`config.mk`:
```
export PLATFORM = sky130hd
export DESIGN_NAME = abs_sample_feeder
export DESIGN_NICKNAME = d
export VERILOG_FILES = /design/src/rtl/abs_sample_feeder.sv
export SDC_FILE = /design/constraint.sdc
export NUM_CORES = 1
export LEC_CHECK = 0
export BUFFER_PORTS_ARGS = -buffer_cell sky130_fd_sc_hd__buf_2
export CAP_MARGIN = 40
export CORE_MARGIN = 1.5
export CORE_UTILIZATION = 53
export DETAILED_ROUTE_END_ITERATION = 8
export PLACE_DENSITY = 0.81
export SYNTH_ARGS = -nofsm -noshare
export SYNTH_HDL_FRONTEND = slang
export SYNTH_SLANG_ARGS = --single-unit
```
`constraint.sdc`:
```
create_clock -name clk -period 4.6 [get_ports clk]
set_input_delay 0 -clock clk [delete_from_list [all_inputs] [get_ports clk]]
set_output_delay 0 -clock clk [all_outputs]
set_load 0.03 [all_outputs]
```
`src/rtl/abs_sample_feeder.sv`:
```
// rtl/abs_sample_feeder.sv - sample-to-magnitude frame assembler for the threshold integrator
// Builds 8-channel saturated-magnitude frames and raises the sample_core_done setup handshake.
module abs_sample_feeder #(
  parameter int          WARMUP_FRAMES = 2,
  parameter logic [31:0] TIMEOUT       = 32'd4096
) (
  input  logic         clk,
  input  logic         aresetn,
  input  logic         enable,
  input  logic [15:0]  s_data,
  input  logic [2:0]   s_chan,
  input  logic         s_valid,
  output logic         s_ready,
  output logic [119:0] abs_value_out_concat,
  output logic [7:0]   value_ready_concat,
  output logic         sample_core_done,
  output logic         err_order,
  output logic         err_timeout,
  output logic         sat_flag
);

  typedef enum logic [1:0] {IDLE, SETUP, RUNNING, ERROR} state_t;

  localparam logic [7:0] WARMUP8 = 8'(WARMUP_FRAMES);

  state_t        state;
  logic [104:0]  staging;
  logic [2:0]    exp_ch;
  logic [7:0]    frame_cnt;
  logic [31:0]   timer;

  logic          beat;
  logic          in_order;
  logic          commit;
  logic          timer_hit;
  logic          is_min;
  logic [14:0]   abs_val;

  assign s_ready = (state == SETUP) || (state == RUNNING);

  always_comb begin
    beat      = s_valid && s_ready;
    in_order  = (s_chan == exp_ch);
    commit    = beat && enable && in_order && (exp_ch == 3'd7);
    timer_hit = (state == RUNNING) && (TIMEOUT != 32'd0) && (timer == TIMEOUT);
    is_min    = (s_data == 16'h8000);
    // -32768 has no positive twin in 16 bits, so it clips to the largest magnitude
    if (is_min)
      abs_val = 15'h7FFF;
    else if (s_data[15])
      abs_val = 15'(~s_data[14:0] + 15'd1);
    else
      abs_val = s_data[14:0];
  end

  always_ff @(posedge clk) begin
    if (!aresetn) begin
      state                <= IDLE;
      staging              <= '0;
      exp_ch               <= 3'd0;
      frame_cnt            <= 8'd0;
      timer                <= 32'd0;
      abs_value_out_concat <= '0;
      value_ready_concat   <= 8'd0;
      sample_core_done     <= 1'b0;
      err_order            <= 1'b0;
      err_timeout          <= 1'b0;
      sat_flag             <= 1'b0;
    end else begin
      value_ready_concat <= 8'd0;
      case (state)
        IDLE: begin
          if (enable) begin
            state  <= SETUP;
            exp_ch <= 3'd0;
          end
        end
        SETUP, RUNNING: begin
          if (!enable) begin
            state            <= IDLE;
            exp_ch           <= 3'd0;
            frame_cnt        <= 8'd0;
            timer            <= 32'd0;
            sample_core_done <= 1'b0;
          end else begin
            if (state == RUNNING)
              timer <= commit ? 32'd0 : timer + 32'd1;
            if (beat) begin
              exp_ch <= exp_ch + 3'd1;
              if (!in_order) begin
                err_order <= 1'b1;
                state     <= ERROR;
              end else begin
                if (is_min)
                  sat_flag <= 1'b1;
                for (int c = 0; c < 7; c++)
                  if (exp_ch == 3'(c))
                    staging[c*15 +: 15] <= abs_val;
                if (commit) begin
                  abs_value_out_concat <= {abs_val, staging};
                  value_ready_concat   <= 8'hFF;
                  frame_cnt            <= (frame_cnt == 8'hFF) ? frame_cnt : frame_cnt + 8'd1;
                  if (state == SETUP && (frame_cnt + 8'd1) == WARMUP8) begin
                    sample_core_done <= 1'b1;
                    state            <= RUNNING;
                    timer            <= 32'd0;
                  end
                end
              end
            end
            // a commit at the deadline edge still counts as on time
            if (timer_hit && !commit) begin
              err_timeout <= 1'b1;
              state       <= ERROR;
            end
          end
        end
        default: ;
      endcase
    end
  end

endmodule

```
Yosys cells after proc, flatten, opt, wreduce, memory -nomap -nowiden:

Cells that the tools add are included.

* bits in registers: 282
* output and inout port bits: 133
* word-level logic and storage cells: 108
* bits of input ports: 23

* eq/ne operators: 24
* reductions and logical operators: 29
* mux-type cells: 32
* $add $sub $neg: 4
* bitwise gates (word level): 2

Operator list (count)
* 32-bit 2-to-1 mux: 7
* 5-bit AND reduction: 13
* 8-bit 2-to-1 mux: 6
* 32-bit by 1-bit adder with 32-bit output, second input constant: 1
* 32-bit by 13-bit == test with 1-bit output, second input constant: 1
* 15-bit 2-to-1 mux: 2
* 16-bit == test, second input constant: 1
* 15-bit by 1-bit adder with 15-bit output, second input constant: 1
* 15-bit NOT: 1
* 2-bit 2-to-1 mux: 7
* 3-bit == test, second input constant: 4
* 5-bit inequality test, second input constant: 2
* 3-bit 2-to-1 mux: 3
* 8-bit by 1-bit adder with 8-bit output, second input constant: 1
* 8-bit by 2-bit == test with 1-bit output, second input constant: 1
* 8-bit == test, second input constant: 1
* 2-bit by 1-bit inequality test with 1-bit output, second input constant: 4
* 1-bit logical AND: 7
* 3-bit by 2-bit == test with 1-bit output, second input constant: 2
* 3-bit one-hot mux with 2 select lines: 1
* 3-bit AND reduction: 2
* 1-bit 2-to-1 mux: 5
* 2-bit inequality test, second input constant: 2
* 4-bit inequality test, second input constant: 1
* other kinds (15): 15

Depth between registers and ports, before layout:

* depth after elaboration: 13
* mapped depth: 11
* gate-level depth less buffers: 8

Worst setup path before layout:

No wires, ideal clock.

* path type: register to register
* start: register state[1]
* end: register staging[34]
* path slack: 2097 ps
* library setup time: 141 ps
* stages on the path, launching flop included: 11
* buffers on the path: 3
* clock period less this slack: 2503 ps
* data arrival time: 2362 ps
* cell sequence: dfxtp_1 > inv_1 > ha_1 > buf_2 > and2_0 > nand2_1 > nor3_2 > and2_1 > buf_2 > buf_1 > a211oi_1

* word-level cells in the longest chain between the ends: 4
* elaborated cells on any way between the ends: 6
* those cells by class: eq/ne (2); reduce/logical (4)

Ends and longest elaborated chain
* start, declared: line 26 `state_t state;`
* start signal, assigned: line 58 `state <= IDLE;`
* start signal, assigned: line 74 `state <= SETUP;`
* start signal, assigned: line 80 `state <= IDLE;`
* 2-bit by 1-bit == test with 1-bit output or 2-bit == test (tied branches): line 39 `assign s_ready = (state == SETUP) || (state == RUNNING);`
* 1-bit logical OR *: line 39
* net s_ready: line 13 `output logic s_ready,`
* 1-bit logical AND *: line 42 `beat = s_valid && s_ready;`
* 5-bit AND reduction (no source line) *
* end signal, assigned by index: line 98 `staging[c*15 +: 15] <= abs_val;`
* end, declared: line 27 `logic [104:0] staging;`

Mark *: on every way through the listed nets, which the timed path passes. The rest lies on a longest branch.
A chain may end at the register's enable or synchronous reset.

Worst setup path in the final report:

* start: register state[1]
* end: register timer[14]

* word-level cells in the longest chain between the ends: 13
* elaborated cells on any way between the ends: 16
* those cells by class: eq/ne (2); mux (7); reduce/logical (7)

Ends and longest elaborated chain
* 2-bit by 1-bit == test with 1-bit output or 2-bit == test (tied branches)
* 1-bit logical OR: line 39
* 1-bit logical AND: line 42
* 1-bit logical AND (3 in series): line 44 `commit = beat && enable && in_order && (exp_ch == 3'd7);`
* 32-bit 2-to-1 mux: line 87 `timer <= commit ? 32'd0 : timer + 32'd1;`
* 32-bit 2-to-1 mux: line 86 `if (state == RUNNING)`
* 32-bit 2-to-1 mux: line 103 `if (state == SETUP && (frame_cnt + 8'd1) == WARMUP8) begin`
* 32-bit 2-to-1 mux: line 99 `if (commit) begin`
* 32-bit 2-to-1 mux: line 90 `if (!in_order) begin`
* 32-bit 2-to-1 mux: line 88 `if (beat) begin`
* 32-bit 2-to-1 mux: line 79 `if (!enable) begin`
* end signal, assigned: line 87
* end, declared: line 30 `logic [31:0] timer;`

Parallel ways exist; a longest one is shown, timed or not.

==> metrics.yaml <==
grtUsageTotal_pct: 26.3
start_util_pct: 53.7
rsz0062_at_grt: "no"
cts_max_level: 1
fin_crit_ns: 2.82
dp_worst_setup_slack_ns: 1.87
yosys.area_share.simple_pct: 22.3
vias_per_cell: 5.79
finalHoldViolations: 0
fmax_mhz: 355
first_pass_iters: 5
die_height_um: 149
setup_slack_ns: 1.78
mappedNetlistArea_um2: 11200
final_cells: 1757
crit_path_start_kind: "register"
rrSetupSlack_ns: 1.78
cts-buffers-inserted: 27
cts_tree: "built"
critPathRequiredTime_ns: 5.02
hold_path.class: "in2reg"
fin_setup_tns_ns: 0
setup_viol: 0
gp_congestion: 0.877
slew_violations: 0
r2r_end: "timer[14]"
cts_resized: 0
overflow: 0
clock-sinks: 275
post-route-util_pct: 62.7
power_density_nw_per_um2: 386
wl_per_cell_um: 17.1
numPortBuffers: 155
netlist_instances: 1358
power.total_mw: 5.06
cap_viol_max_count: 0
synth_compound_area_share_pct: 19.8
synth_top_family_by_area: "simple AND/OR/NAND/NOR gates"
synth_cell_types: 66
ys_warn_count: 0
dp_cells: 1702
p_leak_nw: 4.86
io_pins: 156
fin_crit_sh_pct: 61.3
synth_nets: 1395
yosysSeqAreaShare_pct: 49.0
rows: 53
holdWs_ns: 0.0486
die_x_um: 149
rr_startpoint: "state[1]"
worstHoldStart: "aresetn"
antenna_found_initial: 0
cts_root_buffer: "clkbuf_16"
die_area_um2: 22100
cts_buffer_depth: 3
crit_arrival_ns: 3.24
crit_path_start: "state[1]"
avgSynthCellArea_um2: 8.27
rr_worst_depth: 8
n_antenna_cell: 0
synthToLayoutAreaGrowth_pct: 16.7
criticalPathCategory: "reg2reg"
fin_area_um2: 13100
dpl.hpwl_um: 19600
synthMuxAreaShare_pct: 0.803
initialDrtViolationCount: 753
ir_drop_v: 0.000313
synth-xor-area-share_pct: 1.40
postSynth.asyncResetShare_pct: 0
tightest_slew_ns: 0.942
endpoint: "timer[14]"
drc_errors: 0
dpl_cell_area_um2: 12100
clock-skew-final_ns: 0.0242
synthFlopType: "dfxtp_1"
via_count: 10200
cts.hold.buffers_added: 6
routed_wl_um: 30000
synthAdderAreaFrac_pct: 1.56
ys_ff_latch: 275
grt_max_degree: 101
drive_gt1_share_pct: 17.2
outcome: "complete, no violations"
core_um2: 20900
grt_pass1_vias: 9218
cts_setup_buffers: 0
grt_pass1_wl_um: 47300
nets: 1499
slew_headroom_pct: 37.2
cp-end-kind: "register"
insertion_delay_ns: 0.55
ant_nets: 0
crit_fanout: 19
path_clk_slew_ns: 0.06
synth_edf_count: 0
## layout make-up
class | count | area [um2]
multi-input combinational | 953 | 5160
inverter | 18 | 72.6
sequential | 275 | 5510
fill | 1736 | 7790
timing repair buffer | 187 | 1110
clock inverter | 13 | 159
clock buffer | 36 | 749
tap | 275 | 344
## routing by layer
| metal | routed length (um) | track usage, % | vias up |
|---|---|---|---|
| met4 | 492 | 6.58 | 0 |
| met3 | 2480 | 3.68 | 47 |
| met1 | 12800 | 36.5 | 4811 |
| met5 | 0 | 0 | - |
| met2 | 14300 | 43.3 | 396 |
| li1 | - | - | 4918 |
## worst min-delay path by stage
stage,endpoint,slack (ns),depth (start not counted)
after floorplan,err_order,0.16,2
after global placement,err_order,0.36,3
after detailed placement,err_order,0.36,3
after CTS,staging[38],0.03,4
after global routing,staging[40],0.08,4
final,err_order,0.05,3
## cell families after synthesis
| family | count (synthesis) |
|---|---|
| AOI/OAI and AO/OA | 352 |
| xor gates and xnor gates | 18 |
| adders and majority gates | 14 |
| buffers and inverters | 130 |
| DFF | 275 |
| muxes | 9 |
| and+or+nand+nor | 560 |
## registers in the layout, indices dropped and copies added (netlist names)
name	cells
abs_value_out_concat	120
err_order	1
err_timeout	1
exp_ch	3
frame_cnt	8
sample_core_done	1
sat_flag	1
staging	105
state	2
timer	32
value_ready_concat	1
## cell usage in the layout (no fill, tap or decap), types with 9 or more instances in the layout
cell / netlist / final
a211oi_1: 73 / 73
clkbuf_16: 0 / 27
a31oi_1: 17 / 17
a21oi_1: 157 / 157
nor3_1: 14 / 13
nand2_1: 280 / 280
dfxtp_1: 275 / 275
and2_1: 11 / 11
a211oi_2: 12 / 12
xnor2_1: 12 / 12
nand3_1: 38 / 38
mux2i_1: 9 / 9
o21ai_0: 47 / 47
nor2_1: 128 / 128
ha_1: 14 / 14
buf_2: 21 / 155
inv_1: 18 / 17
nand4_1: 19 / 19
and3_1: 15 / 15
buf_4: 9 / 17
## critical path, stage by stage, from the launching register on
cell and delay, ns:
dfxtp_1 0.38, inv_1 0.09, ha_1 0.29, buf_4 0.24
nand4_1 0.15, and4b_4 0.52, o211ai_2 0.42, and3_1 0.34
a221o_1 0.25
## synthesized netlist by cell type, types with 6 or more instances
cell type | number | area, um2
xor2_1 | 6 | 52.6
o22ai_1 | 6 | 37.5
nand3b_1 | 6 | 45.0
xnor2_1 | 12 | 105
nor4_1 | 8 | 50.1
buf_4 | 9 | 67.6
clkbuf_1 | 73 | 274
a31oi_1 | 17 | 106
dfxtp_1 | 275 | 5510
a21oi_1 | 157 | 786
nand4_1 | 19 | 119
o21ai_0 | 47 | 235
nand2_1 | 280 | 1050
and2_1 | 11 | 68.8
o31ai_1 | 6 | 45.0
nor2_1 | 128 | 480
inv_1 | 18 | 67.6
nand2b_1 | 6 | 37.5
nor3_1 | 14 | 70.1
mux2i_1 | 9 | 90.1
buf_2 | 21 | 105
and3_1 | 15 | 93.8
nand3_1 | 38 | 190
a211oi_2 | 12 | 150
a211oi_1 | 73 | 548
ha_1 | 14 | 175
## where the power goes
part	internal, mW	switching, mW	leakage (nW)
clock network	1.32	0.938	0.455
registers	2.39	0.0107	2.21
logic	0.110	0.294	2.19
total	3.82	1.24	4.86
Power figures use the tool's default switching activity.
